[config.mk]
export PLATFORM = sky130hd
export DESIGN_NAME = uart_tx_arbiter
export DESIGN_NICKNAME = d
export VERILOG_FILES = /design/src/rtl/uart_tx_arbiter.sv
export SDC_FILE = /design/constraint.sdc
export NUM_CORES = 1
export LEC_CHECK = 0
export CAP_MARGIN = 20
export CORE_ASPECT_RATIO = 0.9
export CORE_MARGIN = 2
export CORE_UTILIZATION = 35
export DETAILED_ROUTE_END_ITERATION = 7
export PLACE_DENSITY = 0.56
export SYNTH_ARGS = -nofsm -noshare
export SYNTH_HDL_FRONTEND = slang
export SYNTH_SLANG_ARGS = --single-unit
export TNS_END_PERCENT = 100
[constraint.sdc]
create_clock -name clk -period 7.45 [get_ports clk]
set_clock_uncertainty 0.1 [all_clocks]
set_input_delay 2.235 -clock clk [delete_from_list [all_inputs] [get_ports clk]]
set_output_delay 2.235 -clock clk [all_outputs]
set_load 0.01 [all_outputs]
[src/rtl/uart_tx_arbiter.sv]
// uart_tx_arbiter: lets N byte-stream clients share one uart_tx, one whole message at a time,
// in round-robin order. A watchdog takes the grant away from an owner that stops sending.
module uart_tx_arbiter #(
  parameter int N       = 2,
  parameter int TIMEOUT = 1000000,
  parameter int TW      = $clog2(TIMEOUT + 1)
) (
  input  logic           clk,
  input  logic           reset,
  input  logic [N-1:0]   req,
  input  logic [N-1:0]   wr,
  input  logic [8*N-1:0] din,
  output logic [N-1:0]   grant,
  output logic [N-1:0]   ready,
  output logic           timeout,
  output logic           uart_wr,
  output logic [7:0]     uart_din,
  input  logic           uart_ready
);
  localparam int            IW        = (N > 1) ? $clog2(N) : 1;
  localparam int            CW        = (TW > 0) ? TW : 1;
  localparam logic [CW-1:0] WDOG_LAST = CW'((TIMEOUT > 0) ? TIMEOUT - 1 : 0);
  localparam logic [CW-1:0] WDOG_ONE  = CW'(1);
  localparam logic [IW-1:0] LAST_RST  = IW'(N - 1);
  localparam logic [N-1:0]  ONE_HOT0  = N'(1);

  typedef enum logic [0:0] {IDLE = 1'b0, OWN = 1'b1} state_e;

  state_e        state_q;
  logic [N-1:0]  grant_q;
  logic [N-1:0]  block_q;
  logic [N-1:0]  block_d;
  logic [N-1:0]  eligible_d;
  logic [IW-1:0] owner_q;
  logic [IW-1:0] last_q;
  logic [IW-1:0] pick_d;
  logic [CW-1:0] wdog_q;
  logic          timeout_q;
  logic          own_req_d;
  logic          own_wr_d;
  logic          revoke_d;

  function automatic logic [IW-1:0] rr_pick(input logic [N-1:0] elig, input logic [IW-1:0] last);
    logic [IW-1:0] sel;
    logic          found;
    int            idx;
    sel   = '0;
    found = 1'b0;
    for (int k = 1; k <= N; k++) begin
      idx = (int'(last) + k) % N;
      if (!found && elig[idx]) begin
        sel   = IW'(idx);
        found = 1'b1;
      end
    end
    return sel;
  endfunction

  // A revoked client stays blocked until it lowers req for at least one cycle.
  always_comb begin
    eligible_d = req & ~block_q;
    pick_d     = rr_pick(eligible_d, last_q);
    own_req_d  = |(req & grant_q);
    own_wr_d   = |(wr & grant_q);
    revoke_d   = (TIMEOUT != 0) && (state_q == OWN) && own_req_d && uart_ready &&
                 !own_wr_d && (wdog_q == WDOG_LAST);
    block_d    = (block_q & req) | (revoke_d ? grant_q : '0);
  end

  always_comb begin
    uart_din = 8'h00;
    for (int i = 0; i < N; i++) begin
      if (grant_q[i]) begin
        uart_din = uart_din | din[8*i +: 8];
      end
    end
  end

  assign grant   = grant_q;
  assign ready   = grant_q & {N{uart_ready}};
  assign uart_wr = own_wr_d & uart_ready;
  assign timeout = timeout_q;

  // Release is checked before the watchdog so a simultaneous drop of req wins.
  always_ff @(posedge clk) begin
    if (!reset) begin
      state_q   <= IDLE;
      grant_q   <= '0;
      owner_q   <= '0;
      last_q    <= LAST_RST;
      wdog_q    <= '0;
      block_q   <= '0;
      timeout_q <= 1'b0;
    end else begin
      timeout_q <= 1'b0;
      block_q   <= block_d;
      case (state_q)
        IDLE: begin
          if (|eligible_d) begin
            state_q <= OWN;
            grant_q <= ONE_HOT0 << pick_d;
            owner_q <= pick_d;
            wdog_q  <= '0;
          end
        end
        OWN: begin
          if (!own_req_d) begin
            state_q <= IDLE;
            grant_q <= '0;
            last_q  <= owner_q;
          end else if (revoke_d) begin
            state_q   <= IDLE;
            grant_q   <= '0;
            last_q    <= owner_q;
            timeout_q <= 1'b1;
          end else if (uart_ready) begin
            wdog_q <= own_wr_d ? '0 : wdog_q + WDOG_ONE;
          end
        end
        default: begin
          state_q <= IDLE;
          grant_q <= '0;
        end
      endcase
    end
  end

endmodule

Yosys cells after proc, flatten, opt, wreduce, memory -nomap -nowiden
Cells that the tools add are included.
{"block": "classes", "n_shift": 1, "addsub": 3, "magnitude_cmp": 2, "n_reduce_logical": 15, "n_mul": 0, "n_div": 0, "n_eq_ne": 7, "muxes": 29, "n_bitwise": 12}
{"cell": "$mux W20", "n": 5}
{"cell": "$pmux W20 S2", "n": 1}
{"cell": "$add A20 B1 Y20 const B", "n": 1}
{"cell": "$eq A20 B20 Y1 const B", "n": 1}
{"cell": "$mux W8", "n": 2}
{"cell": "$mux W1", "n": 15}
{"cell": "$and A2 B2 Y2", "n": 5}
{"cell": "$mux W2", "n": 4}
{"cell": "$or A8 B8 Y8", "n": 1}
{"cell": "$lt A2 B3 Y1 const B", "n": 2}
{"cell": "$ne A2 B2 Y1 const B", "n": 3}
{"cell": "$reduce_and A2 Y1", "n": 3}
{"cell": "$reduce_or A2 Y1", "n": 3}
{"cell": "$logic_and A1 B1 Y1", "n": 5}
{"cell": "$ne A2 B1 Y1 const B", "n": 2}
{"cell": "$pmux W2 S2", "n": 1}
{"cell": "$reduce_and A4 Y1", "n": 1}
{"cell": "$ne A3 B2 Y1 const B", "n": 1}
{"cell": "$reduce_and A3 Y1", "n": 1}
{"cell": "$add A1 B1 Y1 const B", "n": 2}
{"cell": "$and A1 B1 Y1 const A", "n": 2}
{"cell": "$logic_not A1 Y1", "n": 2}
{"cell": "$not A2 Y2", "n": 1}
{"cell": "$or A2 B2 Y2", "n": 1}
{"cell": "4 further kinds", "n": 4}
{"block": "totals", "memories": 0, "reg_bits": 28, "latch_bits": 0, "out_inout_bits": 14, "rom_bits": 0, "ram_bits": 0}

Longest topological paths before layout
{"block": "logic_depth", "word_depth": 12, "mapped_depth": 8, "ltp_nobuf": 7}

Worst setup path before layout
Ideal clock, no wire load.
{"block": "synth_timing", "path_kind": "in2out", "from": "input wr[0]", "to": "output uart_wr", "t_required_ps": 5115, "cell_stages": 2, "arrival_time_ps": 2654, "slack_ps": 2461, "n_path_buf": 0, "path_cell_list": "a22oi_1 > nor2b_1"}
{"block": "synth_between", "elab_chain_len": 3}
{"item": "start, declared", "line": "11", "rtl": "input logic [N-1:0] wr,"}
{"item": "$and A2 B2 Y2", "line": "64", "rtl": "own_wr_d = |(wr & grant_q);"}
{"item": "$reduce_or A2 Y1", "line": "64"}
{"item": "$and A1 B1 Y1", "line": "81", "rtl": "assign uart_wr = own_wr_d & uart_ready;"}
{"item": "end, declared", "line": "16", "rtl": "output logic uart_wr,"}
Every way passes these cells.

Worst setup path after layout
Same ends and word-level chain as after synthesis.

==> metrics.yaml <==
clock_network:
  root_buffer: "clkbuf_8"
  cts_tree: "yes"
  clkTransAtPathRegs_ps: 100
  cts-resized-gates: 0
  clk-insertion-delay-late_ps: 270
  max-clock-path-buffers: 2
  postCtsSetupBuffers: 0
  number_of_buffers_created_by_cts: 3
  clkSinkCount: 28
  cts-htree-levels: 1
  post_cts_hold_buffer_count: 0
worst_setup_path:
  required_time_at_the_endpoint_of_the_critical_path_ps: 5120
  worst-setup-path-type: "input port to primary output"
  timing.critical_path.arrival_ps: 3590
  kind_of_capture_point_of_the_worst_setup_path: "primary output"
  crit_path_max_fanout: 6
  critical_path.startpoint_type: "input port"
pwr:
  power.density_nw_per_um2: 151
  seq_power_share_pct: 50.1
  fraction_of_power_spent_switching_nets_pct: 26.2
  peakVddDrop_uv: 112
  share_clk_of_total_power_pct: 31.0
  static-leakage-power_nw: 0.655
  power.net_switching_mw: 0.0819
  cellInternalPower_mw: 0.231
  pwr-share-comb_pct: 18.8
die:
  die_width_um: 76.9
  die_y_um: 69.6
  core.rowCount: 23
  effective_utilization_at_floorplan_pct: 37.1
  total_die_area_um2: 5350
  fp.coreArea_um2: 4520
  floorplan.io_pins: 37
placement:
  detailedPlacementHpwl_mm: 3.30
  port-buffer-count: 36
  globalplace.congestion: 0.787
  cell_area_reported_after_detailed_placement_um2: 2020
logic_synthesis:
  netlist-cell-type-count: 51
  yosysTopAreaCell: "dfxtp_1"
  yosysWarningCount: 0
  syn_inst: 199
  postSynthAreaPerCell_um2: 8.41
  synth.cell_area_um2: 1670
  synth_enable_flop_cells: 0
  synth.top_cells.by_count: "dfxtp_1 (28), nand2_1 (18), o21ai_0 (11)"
  async_reset_ff_share_pct: 0
  ys_seq_area_share_pct: 33.5
  synth-main-ff-cell: "dfxtp_1"
  synth_fp_nets: 223
  synth_top_area_share_pct: 33.5
  ys_ff_latch: 28
  synth.area.top_cells: "dfxtp_1 (33%), a22o_1 (4.2%), nand2_1 (4.0%)"
  synthMostInstantiatedCell: "dfxtp_1"
timing:
  max_freq_mhz: 169
  layout_min_cycle_time_ps: 5920
  slew_violations: 0
  worst_slew_margin_rel_pct: 36.2
  timing.final.setup_violations: 0
  fin_tns_setup_ps: 0
  worst_hold_slack_ps: 372
  timing.final.hold_violations: 0
  worstMarginPinSlew_ps: 955
  final.period_utilization_pct: 79.5
  rsz0062_at_grt: "no"
global_routing:
  total_grt_usage_pct: 16.7
  grt_start_max_net_pins: 37
  grt_antenna_before_repair: 0
  grt_first_pass_wirelength_mm: 7.42
  globalRouteOverflowTotal: 0
  grt_pass1_vias: 1503
routing:
  drt-vias-per-instance: 5.64
  initialDrtViolationCount: 106
  final_antenna_net_count: 0
  firstDrtPassIters: 4
  wl_per_cell_um: 15.5
  vias_after_detailed_routing: 1630
  detailed_route_drc_error_count: 0
  detail_route.wirelength_mm: 4.47
final_layout:
  fin_nets: 252
  multi_input_comb_area_um2: 1000
  area_growth_syn_to_layout_pct: 24.1
  num_antenna_cells: 0
  seqCellArea_um2: 561
  post_route_cells_drive_above_1_share_pct: 8.81
  layout.filler_cells: 439
  finish.instance_area_um2: 2080
hold_path:
  timing.hold.worst.class: "register to register"
job:
  max-cap-violations: 0
status:
  outcome: "finished clean"
## logic make-up after synthesis
| logic type | count (synthesis) | share of synthesized area, % |
|---|---|---|
| AO/OA/AOI/OAI | 64 | 26.3 |
| adder cells (fa/ha/maj) | 1 | 0.747 |
| buffers and inverters | 17 | 6.73 |
| multiplexers | 2 | 1.20 |
| AND/OR/NAND/NOR | 87 | 31.5 |
| flip-flops | 28 | 33.5 |
## registers in the layout, summed over array words and instances, names as in the netlist
name,cells
state_q,1
wdog_q,20
block_q,2
last_q,1
timeout,1
grant,2
owner_q,1
## area by class of cell
type | instances | share of cell area, %
Timing Repair Buffer | 37 | 17.7
Multi-Input combinational cell | 154 | 48.2
Tap cell | 62 | 3.73
Sequential cell | 28 | 27.0
Clock buffer | 4 | 2.65
Inverter | 4 | 0.723
## worst max-delay path, cell delays in order
cell	delay, ps
clkdlybuf4s50_1	400
a22oi_1	370
nor2b_1	90
clkdlybuf4s50_1	490
## path summary, 6_finish.rpt
kind	to	startpoint	cells past startpoint	slack, ps
setup / recovery	uart_wr	wr[0]	4	1530
hold / removal	owner_q$_SDFFE_PN0P_	owner_q$_SDFFE_PN0P_	2	370
setup reg to reg	wdog_q[12]$_SDFFE_PN0P_	grant[0]$_SDFFE_PN0P_	5	4630
hold reg to reg	owner_q$_SDFFE_PN0P_	owner_q$_SDFFE_PN0P_	2	370
## per-layer routing
metal	GRT usage (%)	share of wire [%]	vias up	wire, µm
li1	-	-	806	-
met1	24.4	49	762	2210
met2	24.6	43	60	1910
met3	3.78	7.3	2	325
met4	4.24	0.43	0	19
met5	0	0	-	0
## cell usage in the layout, fill, tap and decap left out, types with 2 or more instances in the layout
| master | n |
|---|---|
| and2_1 | 5 |
| a21boi_0 | 3 |
| nor2b_1 | 7 |
| nand3_1 | 9 |
| inv_1 | 4 |
| a31oi_1 | 4 |
| nand4_1 | 7 |
| dfxtp_1 | 28 |
| o31ai_1 | 4 |
| or2_2 | 2 |
| clkbuf_8 | 4 |
| nor3b_1 | 2 |
| nor2_1 | 9 |
| nor3_1 | 5 |
| o21ai_0 | 11 |
| nand2_1 | 18 |
| nand3b_1 | 2 |
| o211ai_1 | 7 |
| nand4b_1 | 3 |
| a22oi_1 | 4 |
| mux2i_1 | 2 |
| o22ai_2 | 2 |
| o21ai_1 | 3 |
| nor4_1 | 2 |
| clkdlybuf4s50_1 | 36 |
| a21oi_1 | 10 |
| a22o_1 | 8 |
| nand2_2 | 2 |
| o21a_1 | 4 |
## power groups by stage
stage | clock [mW] | sequential [mW] | combinational [mW]
finish | 0.0971 | 0.157 | 0.0589
CTS | 0.0996 | 0.157 | 0.0592
floorplan | 0 | 0.158 | 0.0362
global placement | 0 | 0.160 | 0.0576
detailed placement | 0 | 0.160 | 0.0589
global route | 0.105 | 0.158 | 0.0638
## metrics by stage
stage	util, %	cells	worst slack [ps]	total power [mW]
after global routing	46.0	289	1470	0.327
after floorplan	-	199	2460	0.194
after CTS	46.0	289	1520	0.316
after detailed placement	44.8	285	1530	0.219
after global placement	44.8	285	1570	0.218
final	46.0	289	1530	0.313
No activity file was read; power rests on OpenSTA's default activity.
